==> src/rtl/reg_status_file.sv <==
`default_nettype none
// ============================================================================
// Module   : reg_status_file
// Brief    : Architectural register file with per-register rename status
//            (busy bit + ROB tag) for the Tomasulo RV32I core.
// Revision : 1.0 - initial release
// ============================================================================
module reg_status_file #(
    parameter int XLEN  = 32,
    parameter int NREG  = 32,
    parameter int TAG_W = 4
) (
    input  logic             clk,
    input  logic             rst,
    input  logic             rdy,
    input  logic             clear_flag,
    input  logic [4:0]       rs1,
    input  logic [4:0]       rs2,
    output logic [XLEN-1:0]  rs1_value,
    output logic             rs1_busy,
    output logic [TAG_W-1:0] rs1_tag,
    output logic [XLEN-1:0]  rs2_value,
    output logic             rs2_busy,
    output logic [TAG_W-1:0] rs2_tag,
    input  logic             rename_valid,
    input  logic [4:0]       rename_rd,
    input  logic [TAG_W-1:0] rename_tag,
    input  logic             commit_valid,
    input  logic [4:0]       commit_rd,
    input  logic [XLEN-1:0]  commit_value,
    input  logic             commit_clear_busy,
    output logic             commit_busy,
    output logic [TAG_W-1:0] commit_tag,
    output logic [31:0]      retired_count
);

    logic [XLEN-1:0]  r_value [NREG];
    logic [TAG_W-1:0] r_tag   [NREG];
    logic [NREG-1:0]  r_busy;
    logic [31:0]      r_retired_count;

    logic w_commit_wr;
    logic w_commit_rel;
    logic w_rename_wr;

    assign w_commit_wr  = commit_valid && (commit_rd != 5'd0);
    assign w_commit_rel = w_commit_wr && commit_clear_busy;
    assign w_rename_wr  = rename_valid && !clear_flag && (rename_rd != 5'd0);

    // Rename is applied after commit so it wins the status on a same-register collision.
    always_ff @(posedge clk) begin
        if (rst) begin
            for (int i = 0; i < NREG; i++) begin
                r_value[i] <= '0;
                r_tag[i]   <= '0;
            end
            r_busy          <= '0;
            r_retired_count <= '0;
        end else if (rdy) begin
            if (commit_valid) begin
                r_retired_count <= r_retired_count + 32'd1;
            end
            if (w_commit_wr) begin
                r_value[commit_rd] <= commit_value;
            end
            if (w_commit_rel) begin
                r_busy[commit_rd] <= 1'b0;
            end
            if (clear_flag) begin
                r_busy <= '0;
            end else if (w_rename_wr) begin
                r_busy[rename_rd] <= 1'b1;
                r_tag[rename_rd]  <= rename_tag;
            end
        end
    end

    // x0 is hard-wired to zero/idle regardless of what storage holds.
    always_comb begin
        rs1_value   = '0;
        rs1_busy    = 1'b0;
        rs1_tag     = '0;
        rs2_value   = '0;
        rs2_busy    = 1'b0;
        rs2_tag     = '0;
        commit_busy = 1'b0;
        commit_tag  = '0;
        if (rs1 != 5'd0) begin
            rs1_value = r_value[rs1];
            rs1_busy  = r_busy[rs1];
            rs1_tag   = r_tag[rs1];
        end
        if (rs2 != 5'd0) begin
            rs2_value = r_value[rs2];
            rs2_busy  = r_busy[rs2];
            rs2_tag   = r_tag[rs2];
        end
        if (commit_rd != 5'd0) begin
            commit_busy = r_busy[commit_rd];
            commit_tag  = r_tag[commit_rd];
        end
    end

    assign retired_count = r_retired_count;

endmodule
`default_nettype wire
==> config.mk <==
export PLATFORM = sky130hd
export DESIGN_NAME = reg_status_file
export DESIGN_NICKNAME = d
export VERILOG_FILES = /design/src/rtl/reg_status_file.sv
export SDC_FILE = /design/constraint.sdc
export NUM_CORES = 2
export LEC_CHECK = 0
export CAP_MARGIN = 20
export CORE_MARGIN = 1
export CORE_UTILIZATION = 55
export DETAILED_ROUTE_END_ITERATION = 16
export PLACE_DENSITY_LB_ADDON = 0.3
export SETUP_SLACK_MARGIN = 0.15
export SLEW_MARGIN = 30
export SYNTH_ARGS = -nofsm -noshare
export SYNTH_HDL_FRONTEND = slang
export SYNTH_SLANG_ARGS = --single-unit
==> constraint.sdc <==
create_clock -name clk -period 2.8 [get_ports clk]
set_clock_uncertainty 0.2 [all_clocks]
set_input_delay 0.56 -clock clk [delete_from_list [all_inputs] [get_ports clk]]
set_output_delay 0.56 -clock clk [all_outputs]
set_load 0.1 [all_outputs]
# Word-level counts from Yosys, hierarchy flattened
# Memory sizes are Yosys's and may differ from the RTL's.
# Cells that the tools add are included.
[op_classes]
n_addsub = 1
magnitude_cmp = 6
n_mux = 40
n_bitwise = 3
n_reduce_logical = 14
[ops]
columns = ["cell", "n"]
rows = [
  ["2-to-1 mux 32 bit", 8],
  ["adder 32 x 1 -> 32 bit, second input constant", 1],
  ["bitwise AND 32 bit", 1],
  ["NOT 32 bit", 1],
  ["OR 32 bit", 1],
  ["OR reduction 32 bit", 1],
  ["< comparator 5 x 6 -> 1 bit, second input constant", 4],
  ["2-to-1 mux 1 bit", 21],
  ["nonzero test 5 bit", 4],
  ["2-to-1 mux 4 bit", 4],
  ["binary-select mux 1 bit (select 5 bit)", 3],
  ["demux 1 bit (select 5 bit)", 2],
  [">= comparator 5 x 1 -> 1 bit, second input constant", 2],
  ["2-to-1 mux 5 bit", 2],
  ["logical AND 1 bit", 6],
  ["OR reduction 4 bit", 1],
  ["AND reduction 2 bit", 1],
  ["logical NOT 1 bit", 1],
]
[totals]
regBits = 64
mem_bits_rw = 1152
output_inout_bits = 111
wordCells = 68
memories = 2
[mem_list]
columns = ["name", "words", "word_bits", "read_ports", "rd_ports_with_merged_regs", "wr", "line_no", "rtl"]
rows = [
  ["r_value", 32, 32, 2, 0, 32, "37", "logic [XLEN-1:0] r_value [NREG];"],
  ["r_tag", 32, 4, 3, 0, 32, "38", "logic [TAG_W-1:0] r_tag [NREG];"],
]

# Depth between registers and ports, before layout
[logic_depth]
word_depth = 12
depth_mapped = 8
mapped_depth_nobuf = 6

# Least setup slack after synthesis
# Ideal clock, no wire load.
[synth_path]
kind = "input to output"
startpoint = "input port rs2[0]"
endpoint = "output port rs2_value[10]"
t_arrival_ns = 3.365
t_required_ns = 2.040
slack_ns = -1.325
cell_stages = 7
n_path_buf = 4
cell_sequence = "buf_2 > buf_2 > nor2b_1 > clkbuf_1 > clkbuf_1 > a22oi_1 > a31oi_1"
[synth_via]
elab_chain_len = 2
elab_cells_between_ends = 3
classes_between = "mux: 1; reduce/logical: 1; memory: 1"
[synth_lines]
columns = ["item", "line_no", "rtl"]
rows = [
  ["start, declared", "18", "input logic [4:0] rs2,"],
  ["memory (32 x 32 bit) or nonzero test 5 bit (tied branches)", "--", ""],
  ["2-to-1 mux 32 bit (*)", "93", "if (rs2 != 5'd0) begin"],
  ["end, declared", "22", "output logic [XLEN-1:0] rs2_value,"],
]
# Every way passes the cells marked *; elsewhere a longest branch is shown, timed or not.

==> flow_summary.ini <==
[synthesis]
ys_types = 50
synth_top_family_by_area = multiplexers
synth_top_area_cell = edfxtp_1
synth_xor_area_frac = 0.00371
yosys.area_share.simple = 0.132
synth_edf_count = 1152
ys_async_sr_fraction = 0
syn_area_um2 = 66100
ys_ff_latch = 1216
synthAdderAreaFrac = 0.000189
ys_top_cells_by_area = edfxtp_1 52%, mux4_2 22%, and2_1 9.6%, mux2_2 2.2%, dfxtp_1 1.9%
synth_compound_area_frac = 0.0385
yosys_warnings = 0
synthMostInstantiatedCell = edfxtp_1
ys.flop_type = edfxtp_1
synth_top_area_share = 0.523
muxShareOfSynthArea = 0.252
synth_commonest_cells = 1152 x edfxtp_1, 1012 x and2_1, 632 x mux4_2
syn_avg_cell_area_um2 = 14.8
synth-seq-area-share = 0.543
synthCells = 4468

[worst_hold_path]
hold_depth = 3
hold_path.startpoint = rst
min_to = r_busy[16]$_SDFFE_PP0P_
hold_class = primary input to flop

[power]
peakVddDrop_mv = 0.638
leakage_nw = 30.4
p_per_area_nw_per_um2 = 575

[setup_path]
critPathMaxFanout = 2
endpoint_kind = primary output
r2r_setup_slack_ps = 560
crit_arrival_ps = 2650
r2r_start = retired_count[14]$_SDFFE_PP0P_
r2r_end = retired_count[31]$_SDFFE_PP0P_
required_ps = 2040
crit_type = flop to primary output
worstRegToRegCells = 5
start_kind = flop

[cts]
hold_buffers = 0
cts_inserted_buffers = 137
clock_latency_ps = 740
h-tree-depth = 4
cts-root-buf = clkbuf_16
cts_tree = done
cts.sinks = 1216
clock_path_buffers = 3
clk_pin_slew_ps = 60

[timing]
min_period_over_period = 1.22
setup_ws_ps = -606
grt_setup_unrepaired = true
maxSlewHeadroom = 0.436
slew_viol_final = 0
tightest_slew_ps = 847
finalSetupViolations = 79
fin_setup_tns_ps = -37030
hold_violations = 0
fmax_mhz = 294
finalCriticalPeriod_ps = 3410

[die]
die_x_um = 349
die_h_um = 349
rows = 126
initial_core_util = 0.557
core_area_um2 = 119000
io_pins = 174
die_area_um2 = 122000

[layout]
nNetsFinal = 5150
drive_above_1_share = 0.432
postLayoutCoreUtil = 0.712
finalInstanceArea_um2 = 84400
syn_to_final_growth_pct = 27.7
instances_no_fill = 6799

[global_route]
met3_usage = 0.130
gr-usage-met1 = 0.528
met2_usage = 0.561
antenna_found_initial = 14
grt_pass1_vias = 47300
grt-ovfl-total = 0
grt_pass1_wl_um = 333000
track_usage = 0.388
grt_busiest_layer = met2
grt_max_degree = 137

[route]
first_iter_violations = 8347
antenna_left = 0
avgRoutedWirePerCell_um = 34.8
routed_wirelength_um = 236000
first_pass_iters = 8
vias_per_cell = 7.02
drc_errors = 0
num_vias = 47700

[run_status]
violations = negative setup slack
outcome = finished with violations

[place]
place_area_um2 = 78000
io_buffers = 173
gp_congestion = 0.957
place_hpwl_um = 154000
dp.cells = 6483
place_ws_ps = -716

[run]
drv_cap = 0
==> layout make-up <==
cell class	instances	area [um2]
inverter	6	22.5
multi-input combinational	2800	31300
tap	1600	2000
clock buffer	181	3740
sequential	1216	35900
antenna	4	10.0
fill	7371	34100
timing repair buffer	925	10900
clock inverter	67	634
==> per-layer routing <==
| layer | vias to the layer above | share of wire | routed length (um) |
|---|---|---|---|
| met1 | 23900 | 0.35 | 81600 |
| met3 | 832 | 0.16 | 38800 |
| met4 | 8 | 0.054 | 12900 |
| met2 | 4498 | 0.44 | 103000 |
| met5 | - | 0.00017 | 40 |
| li1 | 18500 | - | - |
==> timing repair <==
action | 4_1_cts | 5_1_grt
resized for setup | 220 | 74
buffers inserted | 31 | 25
endpoints found under the setup margin | 79 | 79
pin swaps | 25 | 15
gates cloned | 4 | 4
==> worst max path at each step <==
| stage | startpoint | end | slack [ps] |
|---|---|---|---|
| 6_report | r_tag[8][3]$_SDFFCE_PN0P_ | rs2_tag[3] | -610 |
| 5_1_grt | r_tag[8][3]$_SDFFCE_PN0P_ | rs1_tag[3] | -630 |
| 4_1_cts | r_value[22][28]$_SDFFCE_PN0P_ | rs1_value[28] | -570 |
| 3_5_place_dp | rs2[1] | rs2_value[31] | -720 |
| 3_3_place_gp | rs2[1] | rs2_value[31] | -700 |
| 2_1_floorplan | rs2[1] | rs2_value[10] | -120 |
==> layout by cell type, fill, tap and decap left out, types with 13 or more instances in the layout <==
cell type           n
edfxtp_1         1152
and2_1           1010
mux4_2            632
buf_4             549
buf_12            256
clkbuf_16         148
and3_1            104
a21oi_1            93
nand2_1            89
mux2_2             79
mux2i_1            77
a22oi_2            64
nor2_1             64
a31oi_4            62
mux2_4             53
clkdlybuf4s50_1    48
buf_6              43
dfxtp_1            43
or2_2              42
o21ai_4            39
clkbuf_1           37
conb_1             36
nor2_4             35
o211ai_1           31
clkinv_1           25
a21o_1             24
xor2_1             24
o21ai_2            21
dfxtp_2            21
nand3_1            19
and2_2             18
nand4_1            18
clkinv_2           18
a221oi_2           17
a21oi_4            17
a21oi_2            15
o21ai_1            14
buf_16             14
nand2_2            13
==> flip-flops by register name, indices dropped and copies added (netlist names) <==
register       cells
r_busy            32
retired_count     32
r_tag            128
r_value         1024
==> report_power, final <==
part,total (mW),internal (mW),switching [mW],leakage (nW)
Combinational,9.34,4.12,5.22,16.8
Sequential,21.4,20.8,0.563,11.5
Clock,17.9,10.3,7.53,2.12
==> through the flow <==
step	power [mW]	hold WS, ps
after global routing	49.4	159
after detailed placement	30.3	298
after global placement	30.1	280
final	48.6	160
after floorplan	26.7	285
after CTS	48.2	123
==> logic make-up after synthesis <==
group,Yosys count
AO/OA/AOI/OAI,412
XOR/XNOR,28
adder cells (fa/ha/maj),1
buffers and inverters,487
flip-flops,1216
multiplexers,855
other,1
AND/OR/NAND/NOR,1468
==> critical path, stage by stage, from the launching register on <==
cell and delay [ps]:
edfxtp_1 460, buf_4 180, mux4_2 440, mux2_2 270, o21ai_1 120, buf_4 170
a31oi_4 50, buf_12 200
(Power assumes the default switching activity.)
